**src/rtl/fifo_read_stage.sv**
```systemverilog
// Read-side drain stage: pops a one-deep FIFO into a 2-entry skid buffer and
// presents the oldest entry over valid/ready. A redirect (JumpFlag) discards
// the buffered entries plus any FIFO entry and adds them to a saturating
// drop counter.
//
// state | meaning
// ------+-----------------------------------------------------------
// EMPTY | no entry buffered; Head/Tail stale
// ONE   | Head holds the oldest (only) entry
// TWO   | Head holds the oldest entry, Tail the next; FIFO pops stop
module fifo_read_stage #(
  parameter int DataWidth = 64
) (
  input  logic                 Clk,
  input  logic                 Rst,
  input  logic [DataWidth-1:0] FifoRData,
  input  logic                 FifoREmpty,
  output logic                 FifoRInc,
  output logic [DataWidth-1:0] OutData,
  output logic                 OutValid,
  input  logic                 OutReady,
  input  logic                 JumpFlag,
  output logic [7:0]           DropCnt
);

  typedef enum logic [1:0] {
    EMPTY = 2'd0,
    ONE   = 2'd1,
    TWO   = 2'd2
  } count_e;

  count_e               count_q, count_d;
  logic [DataWidth-1:0] head_q, head_d;
  logic [DataWidth-1:0] tail_q, tail_d;
  logic [7:0]           drop_q, drop_d;

  logic                 push;
  logic                 pop;
  logic [1:0]           count_bits;
  logic [8:0]           drop_sum;

  assign count_bits = count_q;

  // State registers; synchronous active-low reset clears everything,
  // overriding any flush or handshake in the same cycle.
  always_ff @(posedge Clk) begin
    if (!Rst) begin
      count_q <= EMPTY;
      head_q  <= '0;
      tail_q  <= '0;
      drop_q  <= '0;
    end else begin
      count_q <= count_d;
      head_q  <= head_d;
      tail_q  <= tail_d;
      drop_q  <= drop_d;
    end
  end

  // Next-state and output decode. FifoRInc depends only on state, FIFO flag,
  // JumpFlag and reset, never on OutReady: a TWO->ONE pop only reopens the
  // FIFO read path one cycle later.
  always_comb begin
    count_d  = count_q;
    head_d   = head_q;
    tail_d   = tail_q;
    drop_d   = drop_q;
    FifoRInc = 1'b0;
    OutValid = 1'b0;
    push     = 1'b0;
    pop      = 1'b0;
    drop_sum = {1'b0, drop_q} + {7'd0, count_bits} + {8'd0, ~FifoREmpty};

    if (Rst) begin
      if (JumpFlag) begin
        FifoRInc = ~FifoREmpty;
      end else begin
        FifoRInc = ~FifoREmpty && (count_q != TWO);
      end
    end

    OutValid = (count_q != EMPTY) && !JumpFlag;
    push     = FifoRInc;
    pop      = OutValid && OutReady;

    if (JumpFlag) begin
      // Flush: buffered entries and the FIFO entry (popped this cycle) are lost.
      count_d = EMPTY;
      drop_d  = (drop_sum > 9'd255) ? 8'd255 : drop_sum[7:0];
    end else begin
      unique case (count_q)
        EMPTY: begin
          if (push) begin
            count_d = ONE;
            head_d  = FifoRData;
          end
        end
        ONE: begin
          if (push && pop) begin
            head_d = FifoRData;
          end else if (push) begin
            count_d = TWO;
            tail_d  = FifoRData;
          end else if (pop) begin
            count_d = EMPTY;
          end
        end
        TWO: begin
          if (pop) begin
            count_d = ONE;
            head_d  = tail_q;
          end
        end
        default: begin
          count_d = EMPTY;
        end
      endcase
    end
  end

  assign OutData = head_q;
  assign DropCnt = drop_q;

endmodule

```
**config.mk**
```make
export PLATFORM = sky130hd
export DESIGN_NAME = fifo_read_stage
export DESIGN_NICKNAME = d
export VERILOG_FILES = /design/src/rtl/fifo_read_stage.sv
export SDC_FILE = /design/constraint.sdc
export NUM_CORES = 1
export LEC_CHECK = 0
export ABC_CLOCK_PERIOD_IN_PS = 2900
export CAP_MARGIN = 5
export CORE_MARGIN = 2
export CORE_UTILIZATION = 40
export CTS_CLUSTER_SIZE = 28
export DETAILED_ROUTE_END_ITERATION = 6
export GPL_TIMING_DRIVEN = 1
export PLACE_DENSITY = 0.64
export SLEW_MARGIN = 20
export SYNTH_ARGS = -nofsm -noshare
export SYNTH_HDL_FRONTEND = slang
export SYNTH_SLANG_ARGS = --single-unit
```
**constraint.sdc**
```tcl
create_clock -name Clk -period 2.9 [get_ports Clk]
set_clock_uncertainty 0.2 [all_clocks]
set_input_delay 0.58 -clock Clk [delete_from_list [all_inputs] [get_ports Clk]]
set_output_delay 0.58 -clock Clk [all_outputs]
set_load 0.1 [all_outputs]
```
After elaboration in Yosys (flattened, before gate mapping)
Cells that the tools add are included.

$add $sub $neg: 2. Reductions and logical operators: 12. Divide/modulo/power cells: 0. Bitwise operators: 4. Multiply operators: 0. $lt $le $gt $ge: 1. Mux-type cells: 13. Equality and inequality tests: 8. Shift-type cells: 0.

Operator list (number): $mux W64 (3); $pmux W64 S3 (1); $mux W2 (5); $ne A2 B2 Y1 const B (5); $add A8 B2 Y9 (1); $add A9 B1 Y9 (1); $gt A9 B8 Y1 const B (1); $mux W8 (1); $reduce_and A4 Y1 (2); $pmux W2 S3 (1); $reduce_and A5 Y1 (1); $logic_and A1 B1 Y1 (4); $not A1 Y1 (4); $ne A3 B3 Y1 const B (1); $reduce_bool A3 Y1 (1); $eq A2 B1 Y1 const B (1); $eq A2 B2 Y1 const B (1); $logic_not A2 Y1 (1); $mux W1 (2); $reduce_bool A2 Y1 (1); $reduce_or A2 Y1 (1); $logic_not A1 Y1 (1).

ROM bits: 0. Flip-flop bits (word level): 138. Bits in latches: 0. Memory bits (writable): 0. Memories: 0.

Depth between registers and ports, before layout
Gate-level depths: netlist (run 1).

Word-level depth: 7. Mapped depth: 7.

Least setup slack after synthesis (run 1)
Ideal clock, no wire load.

Path kind: input-to-output. Start: in Rst. End: out FifoRInc. Arrival: 2238 ps. Data required time: 2120 ps. Setup slack: -118 ps. Stages: 4. Cell sequence: clkbuf_1 clkbuf_1 buf_1 o311a_1.

Cells in the longest elaborated chain, start to end: 1.

Ends and longest elaborated chain: from (decl) (RTL line 15) `input logic Rst,`; $mux W1 (RTL line 74) `if (Rst) begin`; to (decl) (RTL line 18) `output logic FifoRInc,`.

Every way passes these cells.

Worst setup path after layout (run 1)
Start: reg count_q[0], in the netlist count_bits[0]. End: out OutValid.

Cells in the longest elaborated chain, start to end: 2.

Ends and longest elaborated chain: from (decl) (RTL line 32) `count_e count_q, count_d;`; from (signal assigned) (RTL line 53) `count_q <= count_d;`; $reduce_bool A2 Y1 (RTL line 82) `OutValid = (count_q != EMPTY) && !JumpFlag;`; $logic_and A1 B1 Y1 (RTL line 82); to (decl) (RTL line 20) `output logic OutValid,`.

Every way passes these cells.

==> results of run 1 <==
## sequential cells by signal, summed over array words and instances (netlist names)
signal and count:
OutData 64, count_bits 2, tail_q 64, DropCnt 8
## metal layers
metal | GRT usage, % | up-vias
li1 | - | 2853
met1 | 26.2 | 2758
met2 | 34.1 | 163
met3 | 5.05 | 17
met4 | 6.94 | 0
met5 | 0 | -
## logic make-up after synthesis
| family | count (synthesis) |
|---|---|
| compound gates | 213 |
| fa+ha+maj | 3 |
| buf+inv | 87 |
| flops | 138 |
| mux | 64 |
| simple gates | 224 |
## power groups by stage
stage | registers (mW) | clock network (mW) | logic (mW)
floorplan | 2.34 | 0 | 0.246
finish | 1.98 | 2.66 | 0.810
global placement | 2.02 | 0 | 0.806
CTS | 1.98 | 2.69 | 0.814
detailed placement | 2.02 | 0 | 0.811
global route | 1.99 | 2.77 | 0.853
## critical path: stages (launching register included)
cell and delay, ns:
dfxtp_2 0.60, buf_4 0.31, nor2_1 0.06, nor2_1 0.18, buf_12 0.21
## worst max path at each step
stage,startpoint,endpoint,slack [ns],depth (start not counted)
2_1_floorplan,count_bits[0],OutValid,0.06,4
3_3_place_gp,FifoREmpty,DropCnt[7],-0.06,8
5_1_grt,FifoREmpty,DropCnt[7],0.27,8
6_report,count_bits[0],OutValid,0.34,4
3_5_place_dp,FifoREmpty,DropCnt[7],-0.07,8
4_1_cts,count_bits[0],OutValid,0.34,4
## cells in the final DEF (no fill, tap or decap), types with 2 or more instances in the layout
cell,Yosys,final
buf_12,6,7
dfxtp_1,138,136
fa_1,2,2
o21ai_1,27,27
a21oi_1,69,69
nand2_1,68,68
or3b_2,43,43
and4b_1,2,2
inv_1,6,5
buf_4,0,91
clkdlybuf4s50_1,0,67
dfxtp_2,0,2
nor2b_4,0,2
or3_1,2,2
o211ai_1,64,64
and3b_1,2,2
nand3_1,65,65
mux2i_1,64,64
bufinv_16,0,8
or3b_1,22,22
clkinv_2,0,2
clkbuf_16,0,17
nor2_1,4,4
a31oi_1,5,5
clkbuf_8,0,2
o21ai_0,44,44
nor3_1,2,2
## per-stage QoR
| stage | setup TNS [ns] | cells | area, um2 | util (%) |
|---|---|---|---|---|
| 6_report | 0 | 1061 | 8590 | 54.1 |
| 5_1_grt | 0 | 1061 | 8590 | 54.1 |
| 4_1_cts | 0 | 1060 | 8570 | 53.9 |
| 3_5_place_dp | -0.0714 | 1028 | 7840 | 49.4 |
| 3_3_place_gp | -0.0551 | 1028 | 7840 | 49.4 |
| 2_1_floorplan | 0 | 729 | 6480 | - |
## final cells by class
| class | instances | area, um2 | area share (%) |
|---|---|---|---|
| repair buffers | 165 | 1490 | 17.4 |
| inverters | 6 | 22.5 | 0.262 |
| well taps | 216 | 270 | 3.15 |
| flip-flops and latches | 138 | 2770 | 32.2 |
| clock inverters | 12 | 267 | 3.10 |
| clock buffers | 20 | 457 | 5.32 |
| multi-input cells | 504 | 3310 | 38.6 |
==> results.toml, run 1 <==
[synthesis]
ys.flop_type = "dfxtp_1"
synth_area_leader_cell = "dfxtp_1"
synth_top_family_by_area = "simple AND/OR/NAND/NOR gates"
yosysSeqAreaShare_pct = 42.6
yosys.area_share.simple_pct = 20.6
yosys.area.top_type_share_pct = 42.6
netlist_top_cells_area = "dfxtp_1, mux2i_1, o211ai_1"
synth_warnings = 0
syn_nets = 801
ys_ff_latch = 138
syn_avg_cell_area_um2 = 8.89
synth-edff-count = 0
synthMuxAreaShare_pct = 9.88
async_flop_share_pct = 0
yosys.area_share.adder_pct = 0.810
synth_xor_xnor_area_share_pct = 0
yosysMostFrequentCell = "dfxtp_1"
synth_area_mm2 = 0.00648
ys_types = 39
synthCells = 729
synth_compound_area_share_pct = 19.3
synth_commonest_cells = "dfxtp_1, a21oi_1, nand2_1, nand3_1"

[clock_network]
htreeDepth = 4
cts-root-buf = "clkbuf_16"
cts_setup_buffers = 0
post_cts_resized = 0
clock_path_buffers = 2
ctsHoldBuffers = 0
clk_pin_slew_worst_paths_ns = 0.06
insertion_delay_ns = 0.42
cts_sinks = 138
cts_buffers = 17
cts_tree = "built"

[detailed_routing]
met2_length_mm = 8.41
routed_wl_mm = 17.4
ant_nets = 0
top_layer = "met4"
post_drt_wl_per_cell_um = 16.4
first_iter_violations = 429
met1Wirelength_mm = 7.88
drc_errors = 0
vias_per_cell = 5.46
route.met3.wl_um = 937
drt_pass1_iterations = 5
vias = 5791

[min_path]
holdPathEnd = "OutData[20]"
hold_depth = 2
holdCritStartpoint = "OutData[20]"
worstHoldPathType = "flip-flop to flip-flop"

[timing]
rsz0062_at_grt = "false"
fin_crit_sh_pct = 88.1
worst_pin_slew_ns = 0.934
hold_slack_ns = 0.257
setup_viol = 0
finalMaxSlewViolations = 0
final.setup.worst_slack_ns = 0.344
relSlewSlack_pct = 37.7
min_period_ns = 2.56
max_freq_mhz = 391
timing_hold_violations_final = 0

[placed_design]
gp_routability_congestion = 0.736
numPortBuffers = 142
preCtsSetupSlack_ns = -0.0714
hpwl_mm = 10.9

[worst_setup_path]
start_kind = "flip-flop"
critPathKind = "flip-flop to output port"
worstReg2RegStart = "count_bits[0]"
r2r_slack_ns = 0.47
r2r_cells = 5
critPathCaptureType = "output port"
critPathMaxFanout = 20
critPathArrivalTime_ns = 1.78
critPathRequiredTime_ns = 2.12
rr_endpoint = "tail_q[31]"

[power]
comb_power_share_pct = 14.9
switching_share_pct = 26.2
leakage_nw = 3.33
total_power_mw = 5.45
p_per_area_mw_per_mm2 = 635
clockPowerShare_pct = 48.8
p_int_mw = 4.02
ir_drop_mv = 0.412
netSwitchingPower_mw = 1.43
pwr-share-seq_pct = 36.3

[global_routing]
grt_pass1_wl_mm = 29.2
grtUsageTotal_pct = 20.6
grt_max_degree = 92
antenna_found_initial = 0
grt_remaining_overflow = 0
grt_pass1_vias = 5947

[finish]
fill_cells = 1437
drive_gt1_share_pct = 21.7
areaGrowthSynthToFinish_pct = 32.4
antenna_cells = 0
fin_nets = 904

[floorplan]
num_rows = 46
die_w_um = 131
ios = 143
start_util_pct = 40.8
die_area_mm2 = 0.0172
coreArea_mm2 = 0.0159
fp.dieH_um = 131

[run]
cap_violations = 0

[status]
status = "finished clean"
Note: power is estimated with default switching activity, not from simulation.
==> inputs of run 2 (changes only) <==
Settings changed: ABC_CLOCK_PERIOD_IN_PS 2900 to 3000.
Clock period 2.9 ns to 3 ns, I/O delays scaled along.
==> run 2 against run 1 <==
Cell area fell by 1.5%. Cell count fell by 0.28%. Register-to-register slack improved by 0.12 ns. Total power fell by 8.8%. Critical endpoint is now DropCnt[7]. Clock power fell by 15%. Sequential share of layout area rose by 0.48 points. Non-clock buffer count fell by 3.
==> results.toml, run 2 (same netlist as run 1, synthesis figures left out) <==
[finish]
areaGrowthSynthToFinish_pct = 30.5
drive_gt1_share_pct = 21.4
antenna_cells = 0
fin_nets = 901
final_cell_count_no_fill = 1058
mostFrequentLayoutCells = "dfxtp_1, buf_4, a21oi_1"
final_common_cell = "dfxtp_1"

[power]
p_per_area_mw_per_mm2 = 587
leakage_nw = 3.28
switching_share_pct = 27.9
p_int_mw = 3.58
pwr-share-seq_pct = 38.5
clockPowerShare_pct = 45.7
ir_drop_mv = 0.417
netSwitchingPower_mw = 1.39
comb_power_share_pct = 15.8

[placed_design]
dp.cells = 1026
preCtsSetupSlack_ns = -0.0907
hpwl_mm = 11.0
numPortBuffers = 142
gp_routability_congestion = 0.738

[clock_network]
htreeDepth = 4
ctsHoldBuffers = 0
cts_buffers = 17
cts-root-buf = "clkbuf_16"
cts_tree = "built"
clock_path_buffers = 2
cts_setup_buffers = 0
post_cts_resized = 0
clk_pin_slew_worst_paths_ns = 0.06
insertion_delay_ns = 0.43
cts_sinks = 138

[floorplan]
coreArea_mm2 = 0.0159
num_rows = 46
fp.dieH_um = 131
start_util_pct = 40.8
die_area_mm2 = 0.0172
die_w_um = 131
ios = 143

[timing]
worst_pin_slew_ns = 0.960
max_freq_mhz = 374
fin_crit_sh_pct = 89.0
rsz0062_at_grt = "false"
min_period_ns = 2.67
setup_viol = 0
timing_hold_violations_final = 0
finalMaxSlewViolations = 0
relSlewSlack_pct = 36.0
final.setup.worst_slack_ns = 0.329

[detailed_routing]
post_drt_wl_per_cell_um = 16.7
vias_per_cell = 5.43
vias = 5745
drt_pass1_iterations = 4
drc_errors = 0
first_iter_violations = 356
ant_nets = 0
routed_wl_mm = 17.6

[global_routing]
met1_usage_pct = 26.1
grt_pass1_vias = 5848
busiest_layer = "met2"
antenna_found_initial = 0
grtUsageTotal_pct = 20.6
grtUsageMet2_pct = 34.0
grt_max_degree = 95
grt_pass1_wl_mm = 29.2
use_met3_pct = 5.29
grt_remaining_overflow = 0

[worst_setup_path]
critPathCaptureType = "flip-flop"
critPathRequiredTime_ns = 3.11
cp_cell_sequence = "clkdlybuf4s50_1 > inv_1 > fa_1 > inv_1 > fa_1 > and3b_1 > or3b_2 > o221a_2"
crit_slowest_cell = "clkdlybuf4s50_1"
start_kind = "input port"
max_stage_delay_ns = 0.47
critPathMaxFanout = 5
critPathArrivalTime_ns = 2.79
critPathKind = "input port to flip-flop"

[min_path]
worstHoldPathType = "flip-flop to flip-flop"

[run]
cap_violations = 0

[status]
status = "finished clean"
run 2: cell types whose count changed in the layout (fill, tap and decap cells not counted), sizes merged:
cell / previous run / this run
bufinv: 8 / 5
clkbuf: 20 / 18
clkinvlp: 1 / 0
buf: 98 / 95
clkinv: 3 / 9
run 2: stage by stage:
| step | utilization, % | TNS (ns) | cell area [um2] | hold slack, ns | total power, mW |
|---|---|---|---|---|---|
| final | 53.3 | 0 | 8460 | 0.258 | 4.97 |
| after floorplan | - | 0 | 6480 | 0.249 | 2.50 |
| after CTS | 53.3 | 0 | 8460 | 0.259 | 5.01 |
| after global routing | 53.3 | 0 | 8460 | 0.280 | 5.13 |
| after detailed placement | 49.3 | -0.0907 | 7830 | 0.253 | 2.74 |
| after global placement | 49.3 | -0.0561 | 7830 | 0.247 | 2.73 |
run 2: metal layers:
metal	vias up	part of all wire (%)
met1	2714	46
met4	0	1.6
met2	149	48
met5	-	0
li1	2860	-
met3	22	4.7
run 2: path summary, 6_finish.rpt:
path | from | endpoint | slack (ns) | cells after the start
setup reg to reg | count_bits[0] | tail_q[61] | 0.59 | 6
hold / removal | OutData[23] | OutData[23] | 0.26 | 2
hold reg to reg | OutData[23] | OutData[23] | 0.26 | 2
setup / recovery | FifoREmpty | DropCnt[7] | 0.33 | 8
run 2: cell type report:
| type | instances | area (um2) |
|---|---|---|
| repair buffers | 162 | 1460 |
| fillers | 1504 | 7420 |
| well taps | 216 | 270 |
| multi-input cells | 504 | 3310 |
| inverters | 6 | 22.5 |
| clock inverters | 14 | 203 |
| flip-flops and latches | 138 | 2770 |
| clock buffers | 18 | 429 |
run 2: worst max-delay path, delay by kind of cell:
family | cells | cell delay, ns
adders and majority gates | 2 | 0.61
and+or+nand+nor | 2 | 0.71
buffers and inverters | 3 | 0.62
AOI/OAI and AO/OA | 1 | 0.25
run 2: power groups by stage:
stage	Sequential (mW)	Combinational [mW]	Clock [mW]
global placement	1.95	0.783	0
finish	1.91	0.788	2.27
detailed placement	1.95	0.790	0
global route	1.92	0.828	2.39
CTS	1.91	0.792	2.30
floorplan	2.26	0.238	0
